File: config.mk
export PLATFORM = sky130hd
export DESIGN_NAME = prog_sequencer
export DESIGN_NICKNAME = d
export VERILOG_FILES = /design/src/rtl/prog_sequencer_pkg.sv /design/src/rtl/prog_sequencer_ram.sv /design/src/rtl/prog_sequencer.sv
export SDC_FILE = /design/constraint.sdc
export NUM_CORES = 1
export LEC_CHECK = 0
export ABC_AREA = 1
export BUFFER_PORTS_ARGS = -buffer_cell sky130_fd_sc_hd__buf_4
export CAP_MARGIN = 40
export CORE_UTILIZATION = 62
export DETAILED_ROUTE_END_ITERATION = 10
export HOLD_SLACK_MARGIN = 0.1
export PLACE_DENSITY = 0.83
export RECOVER_POWER = 100
export SLEW_MARGIN = 20
export SYNTH_ARGS = -nofsm -noshare
export SYNTH_HDL_FRONTEND = slang
export SYNTH_HIERARCHICAL = 1
export SYNTH_SLANG_ARGS = --single-unit
File: constraint.sdc
create_clock -name Clock -period 5.5 [get_ports Clock]
set_clock_uncertainty 0.2 [all_clocks]
set_input_delay 0.825 -clock Clock [delete_from_list [all_inputs] [get_ports Clock]]
set_output_delay 0.825 -clock Clock [all_outputs]
set_load 0.01 [all_outputs]
File: src/rtl/prog_sequencer_pkg.sv
// Shared definitions for the program sequencer: FSM states, opcodes and
// the position of the opcode field inside an instruction word.
package prog_sequencer_pkg;

    typedef enum logic [2:0] {
        ST_IDLE,
        ST_ISSUE,
        ST_IMM,
        ST_WAIT,
        ST_FINISH
    } state_t;

    localparam logic [2:0] OP_MV  = 3'b000;
    localparam logic [2:0] OP_MVI = 3'b001;
    localparam logic [2:0] OP_ADD = 3'b010;
    localparam logic [2:0] OP_SUB = 3'b011;

    localparam int OPC_MSB = 8;
    localparam int OPC_LSB = 6;

endpackage

File: src/rtl/prog_sequencer_ram.sv
// Program store: synchronous write from the loader, asynchronous read so the
// addressed word reaches the processor in the same cycle the FSM selects it.
module prog_ram #(
    parameter int ADDR_W = 5,
    parameter int WORD_W = 9
) (
    input  logic              Clock,
    input  logic              i_we,
    input  logic [ADDR_W-1:0] i_waddr,
    input  logic [WORD_W-1:0] i_wdata,
    input  logic [ADDR_W-1:0] i_raddr,
    output logic [WORD_W-1:0] o_rdata
);

    logic [WORD_W-1:0] r_mem [2**ADDR_W];

    always_ff @(posedge Clock) begin
        if (i_we)
            r_mem[i_waddr] <= i_wdata;
    end

    assign o_rdata = r_mem[i_raddr];

endmodule

File: src/rtl/prog_sequencer.sv
// Instruction source for the 9-bit multicycle processor: issues each word with
// a one-cycle Run, feeds the mvi immediate, and waits for Done with a watchdog.
module prog_sequencer
    import prog_sequencer_pkg::*;
#(
    parameter int ADDR_W  = 5,
    parameter int WORD_W  = 9,
    parameter int TIMEOUT = 15
) (
    input  logic              Clock,
    input  logic              Resetn,
    input  logic              Start,
    input  logic              Halt,
    input  logic [ADDR_W-1:0] ProgLen,
    input  logic              LdEn,
    input  logic [ADDR_W-1:0] LdAddr,
    input  logic [WORD_W-1:0] LdData,
    input  logic              Done,
    output logic [WORD_W-1:0] DIN,
    output logic              Run,
    output logic [ADDR_W-1:0] PC,
    output logic [7:0]        InstrCnt,
    output logic              Busy,
    output logic              Finished,
    output logic              Err
);

    localparam int WDOG_W = 4;

    state_t              r_state;
    state_t              w_next;
    logic [ADDR_W-1:0]   r_pc;
    logic [7:0]          r_cnt;
    logic                r_err;
    logic [WDOG_W-1:0]   r_wdog;
    logic                r_is_mvi;

    logic [ADDR_W-1:0]   w_rd_addr;
    logic [WORD_W-1:0]   w_rd_data;
    logic [ADDR_W-1:0]   w_step;
    logic [ADDR_W:0]     w_pc_sum;
    logic [ADDR_W-1:0]   w_pc_next;
    logic                w_we;
    logic                w_cur_mvi;
    logic                w_complete;
    logic                w_begin;
    logic                w_clr_err;
    logic                w_timeout;

    // Loader writes are only honoured while no program is executing.
    assign w_we      = LdEn & ((r_state == ST_IDLE) | (r_state == ST_FINISH));
    assign w_rd_addr = (r_state == ST_IMM) ? r_pc + ADDR_W'(1) : r_pc;

    prog_ram #(
        .ADDR_W (ADDR_W),
        .WORD_W (WORD_W)
    ) u_ram (
        .Clock   (Clock),
        .i_we    (w_we),
        .i_waddr (LdAddr),
        .i_wdata (LdData),
        .i_raddr (w_rd_addr),
        .o_rdata (w_rd_data)
    );

    assign w_cur_mvi = (w_rd_data[OPC_MSB:OPC_LSB] == OP_MVI);
    assign w_step    = r_is_mvi ? ADDR_W'(2) : ADDR_W'(1);
    // End-of-program test uses one extra bit so a wrapped PC never looks "short".
    assign w_pc_sum  = {1'b0, r_pc} + {1'b0, w_step};
    assign w_pc_next = w_pc_sum[ADDR_W-1:0];

    always_comb begin
        w_next     = r_state;
        w_complete = 1'b0;
        w_begin    = 1'b0;
        w_clr_err  = 1'b0;
        w_timeout  = 1'b0;
        unique case (r_state)
            ST_IDLE: begin
                if (Start) begin
                    w_clr_err = 1'b1;
                    if (ProgLen != '0) begin
                        w_begin = 1'b1;
                        w_next  = ST_ISSUE;
                    end else begin
                        w_next  = ST_FINISH;
                    end
                end
            end
            ST_ISSUE:  w_next = w_cur_mvi ? ST_IMM : ST_WAIT;
            ST_IMM: begin
                if (Done) w_complete = 1'b1;
                else      w_next     = ST_WAIT;
            end
            ST_WAIT: begin
                if (Done) begin
                    w_complete = 1'b1;
                end else if (r_wdog == WDOG_W'(TIMEOUT)) begin
                    w_timeout = 1'b1;
                    w_next    = ST_FINISH;
                end
            end
            ST_FINISH: if (!Start) w_next = ST_IDLE;
            default:   w_next = ST_IDLE;
        endcase
        if (w_complete)
            w_next = (Halt || (w_pc_sum >= {1'b0, ProgLen})) ? ST_FINISH : ST_ISSUE;
    end

    always_ff @(posedge Clock or negedge Resetn) begin
        if (!Resetn) r_state <= ST_IDLE;
        else         r_state <= w_next;
    end

    always_ff @(posedge Clock or negedge Resetn) begin
        if (!Resetn) begin
            r_pc     <= '0;
            r_cnt    <= '0;
            r_err    <= 1'b0;
            r_wdog   <= '0;
            r_is_mvi <= 1'b0;
        end else begin
            if (w_begin) begin
                r_pc  <= '0;
                r_cnt <= '0;
            end
            if (w_clr_err)      r_err <= 1'b0;
            else if (w_timeout) r_err <= 1'b1;
            if (r_state == ST_ISSUE) begin
                r_wdog   <= '0;
                r_is_mvi <= w_cur_mvi;
            end else if (r_state == ST_WAIT) begin
                r_wdog   <= r_wdog + WDOG_W'(1);
            end
            if (w_complete) begin
                r_pc <= w_pc_next;
                if (r_cnt != 8'hFF) r_cnt <= r_cnt + 8'd1;
            end
        end
    end

    always_comb begin
        DIN = '0;
        if ((r_state == ST_ISSUE) || (r_state == ST_IMM))
            DIN = w_rd_data;
    end

    assign Run      = (r_state == ST_ISSUE);
    assign Busy     = (r_state == ST_ISSUE) | (r_state == ST_IMM) | (r_state == ST_WAIT);
    assign Finished = (r_state == ST_FINISH);
    assign PC       = r_pc;
    assign InstrCnt = r_cnt;
    assign Err      = r_err;

endmodule

==> impl_metrics.env, run 1 <==
export IMPL_grtUsageTotal=0.285
export IMPL_gp_congestion=0.884
export IMPL_final_common_cell="nand2_1"
export IMPL_arrival_ns=4.02
export IMPL_post_route_drc_count=0
export IMPL_cts_htree_levels=1
export IMPL_timing_slew_headroom=-0.160
export IMPL_cap_violations=7
export IMPL_n_antenna_cell=0
export IMPL_synthToLayoutAreaGrowth_pct=11.4
export IMPL_critical_path_reg2reg_endpoint="r_state[0]"
export IMPL_grt_first_pass_wirelength_um=47600
export IMPL_endpoint_kind="output pin"
export IMPL_synth_top_cell_area_share=0.645
export IMPL_cts_inserted_buffers=30
export IMPL_synth_top_cells_by_area="edfxtp_1 65%, nand2_1 13%, nand3_1 9.5%, dfrtp_1 4.1%, nor2_1 1.7%"
export IMPL_power_static_leakage_uw=0.00572
export IMPL_hold_violations=0
export IMPL_syn_nets=1289
export IMPL_first_global_vias=8989
export IMPL_dieHeight_um=149
export IMPL_fin_total_pwr_uw=8460
export IMPL_grt_overflow_total=0
export IMPL_post_layout_nonfiller_instances=1608
export IMPL_violated_checks="capacitance limit, slew limit"
export IMPL_design_area_um2=14900
export IMPL_via_per_inst=6.01
export IMPL_grt_antenna_before_repair=0
export IMPL_total_die_area_um2=22200
export IMPL_clockRootBuffer="clkbuf_16"
export IMPL_cts_clk_slew_worst_paths_ns=0.06
export IMPL_maxClockFrequency_ghz=0.198
export IMPL_final_min_period_over_clock_period=0.917
export IMPL_worstSetupPathType="register to output pin"
export IMPL_tns_ns=0
export IMPL_reg2regPathDepth=20
export IMPL_tritoncts="done"
export IMPL_outcome="complete, but fails checks"
export IMPL_final_cell_mix="454 x nand2_1, 288 x edfxtp_1, 255 x nand3_1, 64 x nor2_1, 59 x clkbuf_1"
export IMPL_place_area_um2=13900
export IMPL_core_outline_area_um2=21100
export IMPL_min_delay_path_depth=1
export IMPL_placed_cells_incl_taps=1528
export IMPL_timing_hold_worst_class="register to register"
export IMPL_report_final_slew_viol_count=198
export IMPL_timing_critical_path_fanout_max=68
export IMPL_synth_seq_cells=310
export IMPL_finalSetupViolations=0
export IMPL_timing_critical_path_required_ns=4.47
export IMPL_hold_end="r_wdog[3]"
export IMPL_number_of_vias_after_detailed_routing=9672
export IMPL_timing_reg2reg_setup_slack_ns=1.56
export IMPL_ios=51
export IMPL_die_x_um=149
export IMPL_hpwl_um=17800
export IMPL_critical_path_cell_chain="inv_1 -> nand3_1 -> xor2_1 -> inv_4 -> clkbuf_2 -> nand2_1 -> nand3_1 -> nand3_1 -> nand2_1 -> nand2_1 -> nand2_1 -> nand2_1 -> nand2_1 -> inv_1 -> nor2_1 -> clkbuf_1"
export IMPL_tritoncts_num_sinks=310
export IMPL_unrepaired_setup_endpoints_after_global_routing="false"
export IMPL_clock_network_latency_to_the_later_pin_of_the_worst_skew_pair_ns=0.55
export IMPL_cts_repair_resize_count=0
export IMPL_critical_path_reg2reg_startpoint="r_state[2]"
export IMPL_synthCells=1252
export IMPL_synth_lib_cells_used_distinct=26
export IMPL_tightestPinTransition_ns=1.74
export IMPL_start_kind="register"
export IMPL_worst_min_path_start="r_wdog[3]"
export IMPL_ant_nets=0
export IMPL_vdd_ir_drop_worst_mv=0.504
export IMPL_initial_utilization=0.635
export IMPL_drt_pass1_iter_count=7
export IMPL_detailedRoute_firstIterationViolations=1212
export IMPL_port_buffer_count=50
export IMPL_routedWlPerCell_um=19.5
export IMPL_syn_area_um2=13400
export IMPL_synth_seq_area_share=0.687
export IMPL_critical_path_max_stage_delay_ns=0.56
export IMPL_cts_max_path_buffers=3
export IMPL_yosys_warnings=6
export IMPL_synth_area_leader_cell="edfxtp_1"
export IMPL_num_nets_final=1346
export IMPL_post_synth_cell_area_avg_um2=10.7
export IMPL_critical_path_slowest_cell="inv_4"
export IMPL_grt_max_degree=145
export IMPL_post_route_cells_drive_above_1_share=0.0653
export IMPL_core_rowCount=53
export IMPL_fin_crit_ns=5.04
export IMPL_cell_seen_most_often_among_critical_path_stages="nand2_1"
export IMPL_drt_total_wl_um=31400
export IMPL_power_per_cell_area_nw_per_um2=567
layout make-up:
cell class	count	area [µm²]
Sequential cell	310	9200
Fill cell	1400	6160
Multi-Input combinational cell	824	3640
Clock buffer	33	783
Timing Repair Buffer	86	457
Tap cell	275	344
Clock inverter	23	285
Inverter	57	216
critical path: cells and delay by family, from the launching register on:
family	cells	cell delay [ns]
buffers and inverters	5	1.44
AND/OR/NAND/NOR	10	1.28
flip-flops	1	0.40
XOR/XNOR	1	0.30
synth_stat cells, drive strengths merged:
master / n
nand2: 454
edfxtp: 288
nand3: 255
nor2: 65
inv: 54
buf: 53
dfrtp: 22
o21ai: 14
ha: 11
a21oi: 8
clkbuf: 8
xor2: 6
nand4: 4
clkinv: 3
or2: 2
fa: 1
nor4: 1
o21a: 1
o22ai: 1
xnor2: 1
report_power, final:
group          internal, µW  switching, µW  total, µW
Clock                  1310            866       2180
Combinational          1000           2550       3560
Sequential             2650           75.3       2730
cell families after synthesis:
logic type	Yosys count	share of synthesized area
compound gates	24	0.00925
xor+xnor	7	0.00458
buf+inv	118	0.0423
fa+ha+maj	12	0.0118
flops	310	0.687
simple gates	781	0.246
sequential cells by signal, indices dropped and copies added, names as in the netlist:
name         count
u_ram/r_mem    288
InstrCnt         8
PC               5
r_wdog           4
r_state          3
Err              1
r_is_mvi         1
worst max path at each step:
stage	cells after the start	end	slack, ns	start
after detailed placement	16	DIN[2]	1.28	r_state[2]
final	16	DIN[1]	0.46	r_state[2]
after floorplan	14	DIN[6]	2.40	r_state[2]
after CTS	16	DIN[8]	0.68	r_state[2]
after global routing	16	DIN[1]	0.24	r_state[2]
after global placement	16	DIN[2]	1.34	r_state[2]
through the flow:
step                      worst slack, ns  hold WS (ns)  utilization
after floorplan                      2.40         0.233            -
after global placement               1.34         0.247        0.659
after detailed placement             1.28         0.258        0.659
after CTS                           0.676         0.267        0.711
after global routing                0.237         0.296        0.708
final                               0.457         0.270        0.708
metal layers:
layer,vias up,track usage,routed length [µm]
li1,4389,-,-
met1,4517,0.384,11600
met2,662,0.470,15300
met3,104,0.0495,3420
met4,0,0.102,1030
met5,-,0,0
repair_timing:
item | CTS | global route
hold buffers | 1 | 0
setup endpoints to repair | 0 | 0
buffers inserted | 0 | 0
endpoints found under the hold margin | 22 | 0
Power figures use the tool's default switching activity.
==> run 2, diff against run 1 <==
--- a/config.mk
+++ b/config.mk
@@ -6,7 +6,7 @@
 export NUM_CORES = 1
 export LEC_CHECK = 0
 export ABC_AREA = 1
-export BUFFER_PORTS_ARGS = -buffer_cell sky130_fd_sc_hd__buf_4
+export BUFFER_PORTS_ARGS = -buffer_cell sky130_fd_sc_hd__buf_2
 export CAP_MARGIN = 40
 export CORE_UTILIZATION = 62
 export DETAILED_ROUTE_END_ITERATION = 10
==> impl_metrics.env, run 2 (synthesized netlist as in run 1, its figures left out) <==
export IMPL_cts_clk_slew_worst_paths_ns=0.06
export IMPL_power_static_leakage_uw=0.00566
export IMPL_fin_worst_hold_slack_ns=0.269
export IMPL_finalWorstSetupSlack_ns=0.695
export IMPL_unrepaired_setup_endpoints_after_global_routing="false"
export IMPL_initial_utilization=0.635
export IMPL_drt_total_wl_um=31400
export IMPL_detailedRoute_firstIterationViolations=1309
export IMPL_grt_antenna_before_repair=0
export IMPL_synthToLayoutAreaGrowth_pct=10.2
export IMPL_finalSetupViolations=0
export IMPL_tritoncts="done"
export IMPL_worstSetupPathType="register to output pin"
export IMPL_gp_congestion=0.875
export IMPL_total_die_area_um2=22200
export IMPL_cts_max_path_buffers=3
export IMPL_reg2regPathDepth=21
export IMPL_grt_overflow_total=0
export IMPL_grtUsageTotal=0.283
export IMPL_hold_violations=0
export IMPL_cell_seen_most_often_among_critical_path_stages="nand2_1"
export IMPL_placed_cells_incl_taps=1528
export IMPL_cts_repair_resize_count=0
export IMPL_cap_violations=7
export IMPL_timing_critical_path_buf_inv=5
export IMPL_post_route_util=0.700
export IMPL_critical_path_endpoint="DIN[5]"
export IMPL_routedWlPerCell_um=19.5
export IMPL_tns_ns=0
export IMPL_number_of_vias_after_detailed_routing=9612
export IMPL_post_cts_setup_buffer_count=0
export IMPL_worst_setup_path_startpoint="r_state[2]"
export IMPL_num_nets_final=1347
export IMPL_critical_path_reg2reg_startpoint="r_state[2]"
export IMPL_critical_path_max_stage_delay_ns=0.51
export IMPL_critical_path_cell_chain="inv_1 -> nand3_1 -> xor2_1 -> inv_4 -> buf_12 -> nand2_1 -> nand3_1 -> nand3_1 -> nand2_1 -> nand2_1 -> nand2_1 -> nand2_1 -> nand2_1 -> inv_1 -> nor2_1 -> clkbuf_1"
export IMPL_vdd_ir_drop_worst_mv=0.730
export IMPL_clockRootBuffer="clkbuf_16"
export IMPL_post_route_cells_drive_above_1_share=0.0563
export IMPL_drt_pass1_iter_count=6
export IMPL_tightestPinTransition_ns=1.78
export IMPL_timing_reg2reg_setup_slack_ns=1.79
export IMPL_endpoint_kind="output pin"
export IMPL_outcome="complete, but fails checks"
export IMPL_timing_critical_path_required_ns=4.47
export IMPL_post_route_drc_count=0
export IMPL_final_min_period_over_clock_period=0.874
export IMPL_cts_inserted_buffers=30
export IMPL_report_final_slew_viol_count=231
export IMPL_timing_hold_worst_class="register to register"
export IMPL_clock_network_latency_to_the_later_pin_of_the_worst_skew_pair_ns=0.56
export IMPL_dieHeight_um=149
export IMPL_critical_path_slowest_cell="inv_4"
export IMPL_cts_htree_levels=1
export IMPL_tritoncts_num_sinks=310
export IMPL_worst_path_stages=16
export IMPL_start_kind="register"
export IMPL_post_layout_nonfiller_instances=1608
export IMPL_hpwl_um=18200
export IMPL_maxClockFrequency_ghz=0.208
export IMPL_final_cell_mix="454 x nand2_1, 288 x edfxtp_1, 255 x nand3_1, 67 x clkbuf_1, 63 x nor2_1"
export IMPL_n_antenna_cell=0
export IMPL_die_x_um=149
export IMPL_port_buffer_count=50
export IMPL_cp_top_family="buffers and inverters"
export IMPL_first_global_vias=8878
export IMPL_registers_top_by_ff_count="u_ram/r_mem"
export IMPL_ant_nets=0
export IMPL_timing_critical_path_fanout_max=88
export IMPL_violated_checks="capacitance limit, slew limit"
export IMPL_min_delay_path_depth=1
export IMPL_core_rowCount=53
export IMPL_detailedPlace_worstSlack_ns=1.34
export IMPL_core_outline_area_um2=21100
export IMPL_post_cts_hold_buffer_count=1
export IMPL_timing_slew_headroom=-0.184
export IMPL_ios=51
export IMPL_final_common_cell="nand2_1"
export IMPL_critical_path_reg2reg_endpoint="r_state[0]"
export IMPL_grt_max_degree=145
export IMPL_power_per_cell_area_nw_per_um2=554
export IMPL_fin_crit_ns=4.80
export IMPL_grt_first_pass_wirelength_um=47600
export IMPL_arrival_ns=3.78
export IMPL_largest_register_ff_count=288
export IMPL_via_per_inst=5.98
export IMPL_worst_min_path_start="r_wdog[3]"
==> run 2: changes by cell type in the layout (fill, tap and decap cells not counted), sizes merged <==
cell,before,now
clkinvlp,6,0
clkbuf,91,97
bufinv,6,2
clkinv,13,17
==> run 2: routing by layer <==
layer | vias up | wire length [µm] | track usage
li1 | 4390 | - | -
met1 | 4559 | 11900 | 0.396
met2 | 605 | 15300 | 0.467
met3 | 58 | 3580 | 0.0474
met4 | 0 | 569 | 0.0689
met5 | - | 0 | 0
==> run 2: worst register-to-register path: cells and delay by family (launching register included) <==
family                 cells  cell delay, ns
XOR/XNOR                   1            0.49
flip-flops                 1            0.40
AND/OR/NAND/NOR           16            1.55
buffers and inverters      4            0.96
==> run 2: worst min-delay path by stage <==
stage,end,slack (ns)
finish,r_wdog[3],0.27
global route,r_wdog[3],0.27
CTS,r_wdog[3],0.26
detailed placement,r_wdog[3],0.26
global placement,r_wdog[3],0.25
floorplan,r_wdog[3],0.23
==> run 2: stage by stage <==
stage               power, µW  area [µm²]
finish                   8180       14800
CTS                      8120       14700
detailed placement       6210       13800
floorplan                5280       13400
global route             8640       14800
global placement         6100       13800
==> run 2: final cells by class <==
class	count	area, µm²
multi-input cells	824	3640
clock inverters	17	139
repair buffers	87	442
flip-flops and latches	310	9200
clock buffers	38	781
fillers	1509	6330
well taps	275	344
inverters	57	216
==> run 2: where the power goes <==
part	internal, µW	leakage, µW	switching, µW	total (µW)
Clock	1090	0.000449	835	1930
Sequential	2650	0.00288	74.1	2730
Combinational	1010	0.00234	2520	3530
==> run 3, diff against run 2 <==
--- a/config.mk
+++ b/config.mk
@@ -9,6 +9,7 @@
 export BUFFER_PORTS_ARGS = -buffer_cell sky130_fd_sc_hd__buf_2
 export CAP_MARGIN = 40
 export CORE_UTILIZATION = 62
+export CTS_BUF_LIST = sky130_fd_sc_hd__clkbuf_4 sky130_fd_sc_hd__clkbuf_8
 export DETAILED_ROUTE_END_ITERATION = 10
 export HOLD_SLACK_MARGIN = 0.1
 export PLACE_DENSITY = 0.83
==> constraint.sdc (replaced) <==
create_clock -name Clock -period 5.5 [get_ports Clock]
set_clock_uncertainty 0.2 [all_clocks]
set_input_delay 1.1 -clock Clock [delete_from_list [all_inputs] [get_ports Clock]]
set_output_delay 1.1 -clock Clock [all_outputs]
set_load 0.01 [all_outputs]
==> impl_metrics.env, run 3 (synthesized netlist as in run 1, its figures left out) <==
export IMPL_ff_latch_area_um2=9200
export IMPL_cp_top_family="buffers and inverters"
export IMPL_grt_first_pass_wirelength_um=48200
export IMPL_gp_congestion=0.867
export IMPL_drt_pass1_iter_count=5
export IMPL_critical_path_slowest_cell="clkinv_1"
export IMPL_endpoint_kind="output pin"
export IMPL_clock_network_latency_to_the_later_pin_of_the_worst_skew_pair_ns=0.59
export IMPL_ant_nets=0
export IMPL_cts_htree_levels=2
export IMPL_n_antenna_cell=0
export IMPL_power_static_leakage_uw=0.00566
export IMPL_routedWlPerCell_um=19.2
export IMPL_multiInputGateArea_um2=3660
export IMPL_arrival_ns=3.74
export IMPL_tns_ns=0
export IMPL_number_of_vias_after_detailed_routing=9582
export IMPL_cts_inserted_buffers=48
export IMPL_critical_path_reg2reg_endpoint="r_state[0]"
export IMPL_tightestPinTransition_ns=1.75
export IMPL_grt_max_degree=145
export IMPL_power_frac_clock=0.218
export IMPL_unrepaired_setup_endpoints_after_global_routing="false"
export IMPL_layout_filler_cells=1495
export IMPL_dieHeight_um=149
export IMPL_power_switching_share=0.429
export IMPL_timing_hold_worst_class="register to register"
export IMPL_post_cts_setup_buffer_count=0
export IMPL_final_common_cell="nand2_1"
export IMPL_drt_total_wl_um=31300
export IMPL_cell_seen_most_often_among_critical_path_stages="nand2_1"
export IMPL_num_nets_final=1360
export IMPL_worst_min_path_start="r_wdog[3]"
export IMPL_via_per_inst=5.87
export IMPL_combinationalPowerShare=0.442
export IMPL_fin_crit_ns=5.04
export IMPL_finalSetupViolations=0
export IMPL_grt_overflow_total=0
export IMPL_post_route_drc_count=0
export IMPL_grtUsageTotal=0.290
export IMPL_post_route_util=0.697
export IMPL_grtUsageMet1=0.398
export IMPL_timing_reg2reg_setup_slack_ns=1.63
export IMPL_vdd_ir_drop_worst_mv=0.599
export IMPL_critical_path_max_stage_delay_ns=0.64
export IMPL_first_global_vias=8922
export IMPL_power_net_switching_uw=3440
export IMPL_detailedRoute_firstIterationViolations=1263
export IMPL_intPower_uw=4570
export IMPL_worstSetupPathType="register to output pin"
export IMPL_tritoncts_num_sinks=310
export IMPL_tritoncts="done"
export IMPL_final_cell_mix="454 x nand2_1, 288 x edfxtp_1, 255 x nand3_1, 63 x nor2_1, 54 x clkbuf_1"
export IMPL_die_x_um=149
export IMPL_port_buffer_count=50
export IMPL_hold_violations=0
export IMPL_critical_path_reg2reg_startpoint="r_state[2]"
export IMPL_fin_total_pwr_uw=8020
export IMPL_timing_critical_path_fanout_max=20
export IMPL_timing_critical_path_required_ns=4.20
export IMPL_registers_top_by_ff_count="u_ram/r_mem"
export IMPL_critical_path_cell_chain="inv_1 -> nand3_1 -> nor2_1 -> xor2_2 -> clkinv_1 -> buf_4 -> nand3_1 -> nand2_1 -> nand2_1 -> nand2_1 -> nand2_1 -> nand2_1 -> inv_1 -> nor2_1 -> clkbuf_1"
export IMPL_hpwl_um=18500
export IMPL_cts_clk_slew_worst_paths_ns=0.06
export IMPL_maxClockFrequency_ghz=0.198
export IMPL_reg2regPathDepth=19
export IMPL_min_delay_path_depth=1
export IMPL_grt_busiest_layer="met2"
export IMPL_cts_repair_resize_count=0
export IMPL_ios=51
export IMPL_cap_violations=7
export IMPL_outcome="complete, but fails checks"
export IMPL_core_rowCount=53
export IMPL_core_outline_area_um2=21100
export IMPL_grt_met2_use=0.464
export IMPL_largest_register_ff_count=288
export IMPL_violated_checks="capacitance limit, slew limit"
export IMPL_final_min_period_over_clock_period=0.917
export IMPL_post_route_cells_drive_above_1_share=0.0774
export IMPL_power_per_cell_area_nw_per_um2=545
export IMPL_initial_utilization=0.635
export IMPL_grt_antenna_before_repair=0
export IMPL_power_frac_seq=0.340
export IMPL_cts_max_path_buffers=3
export IMPL_report_final_slew_viol_count=230
export IMPL_groute_layer_met3_usage=0.0566
export IMPL_timing_slew_headroom=-0.168
export IMPL_post_cts_hold_buffer_count=0
export IMPL_synthToLayoutAreaGrowth_pct=9.76
export IMPL_start_kind="register"
export IMPL_clockRootBuffer="clkbuf_8"
export IMPL_hold_end="r_wdog[3]"
export IMPL_timing_critical_path_buf_inv=5
export IMPL_total_die_area_um2=22200
## run 3: per-stage QoR
step	instances	instance area, µm²	setup slack, ns	hold slack [ns]
floorplan	1252	13400	2.12	0.233
CTS	1613	14700	0.468	0.268
global route	1632	14700	0.254	0.328
global placement	1527	13800	1.14	0.249
finish	1632	14700	0.457	0.270
detailed placement	1529	13800	1.11	0.260
## run 3: layout make-up
class	instances	area share
Tap cell	275	0.0234
Sequential cell	310	0.626
Multi-Input combinational cell	824	0.249
Clock buffer	60	0.0511
Inverter	57	0.0147
Clock inverter	24	0.00749
Timing Repair Buffer	82	0.0289
## run 3: worst max-delay path by stage
stage          startpoint      to  depth (start not counted)
2_1_floorplan  r_state[2]  DIN[6]                         14
3_3_place_gp   r_state[2]  DIN[0]                         16
3_5_place_dp   r_state[2]  DIN[2]                         15
4_1_cts        r_state[2]  DIN[8]                         16
5_1_grt        r_state[2]  DIN[2]                         15
6_report       r_state[2]  DIN[2]                         15
## run 3: worst reg2reg max path, delay by kind of cell, from the launching register on
kind          cells  cell delay (ns)
xor+xnor          1             0.19
buf+inv           3             0.85
flops             1             0.39
simple gates     15             2.13
## run 3: power groups by stage
stage	sequential, µW	clock (µW)	combinational (µW)
floorplan	2760	0	2520
global placement	2770	0	3350
detailed placement	2770	0	3440
CTS	2730	1770	3460
global route	2740	1870	3910
finish	2730	1750	3550
## run 3: routing by layer
layer,wire length [µm],vias up,part of all wire
met5,0,-,0
met4,722,0,0.023
met3,3500,71,0.11
met2,15100,603,0.48
met1,12100,4493,0.38
li1,-,4415,-
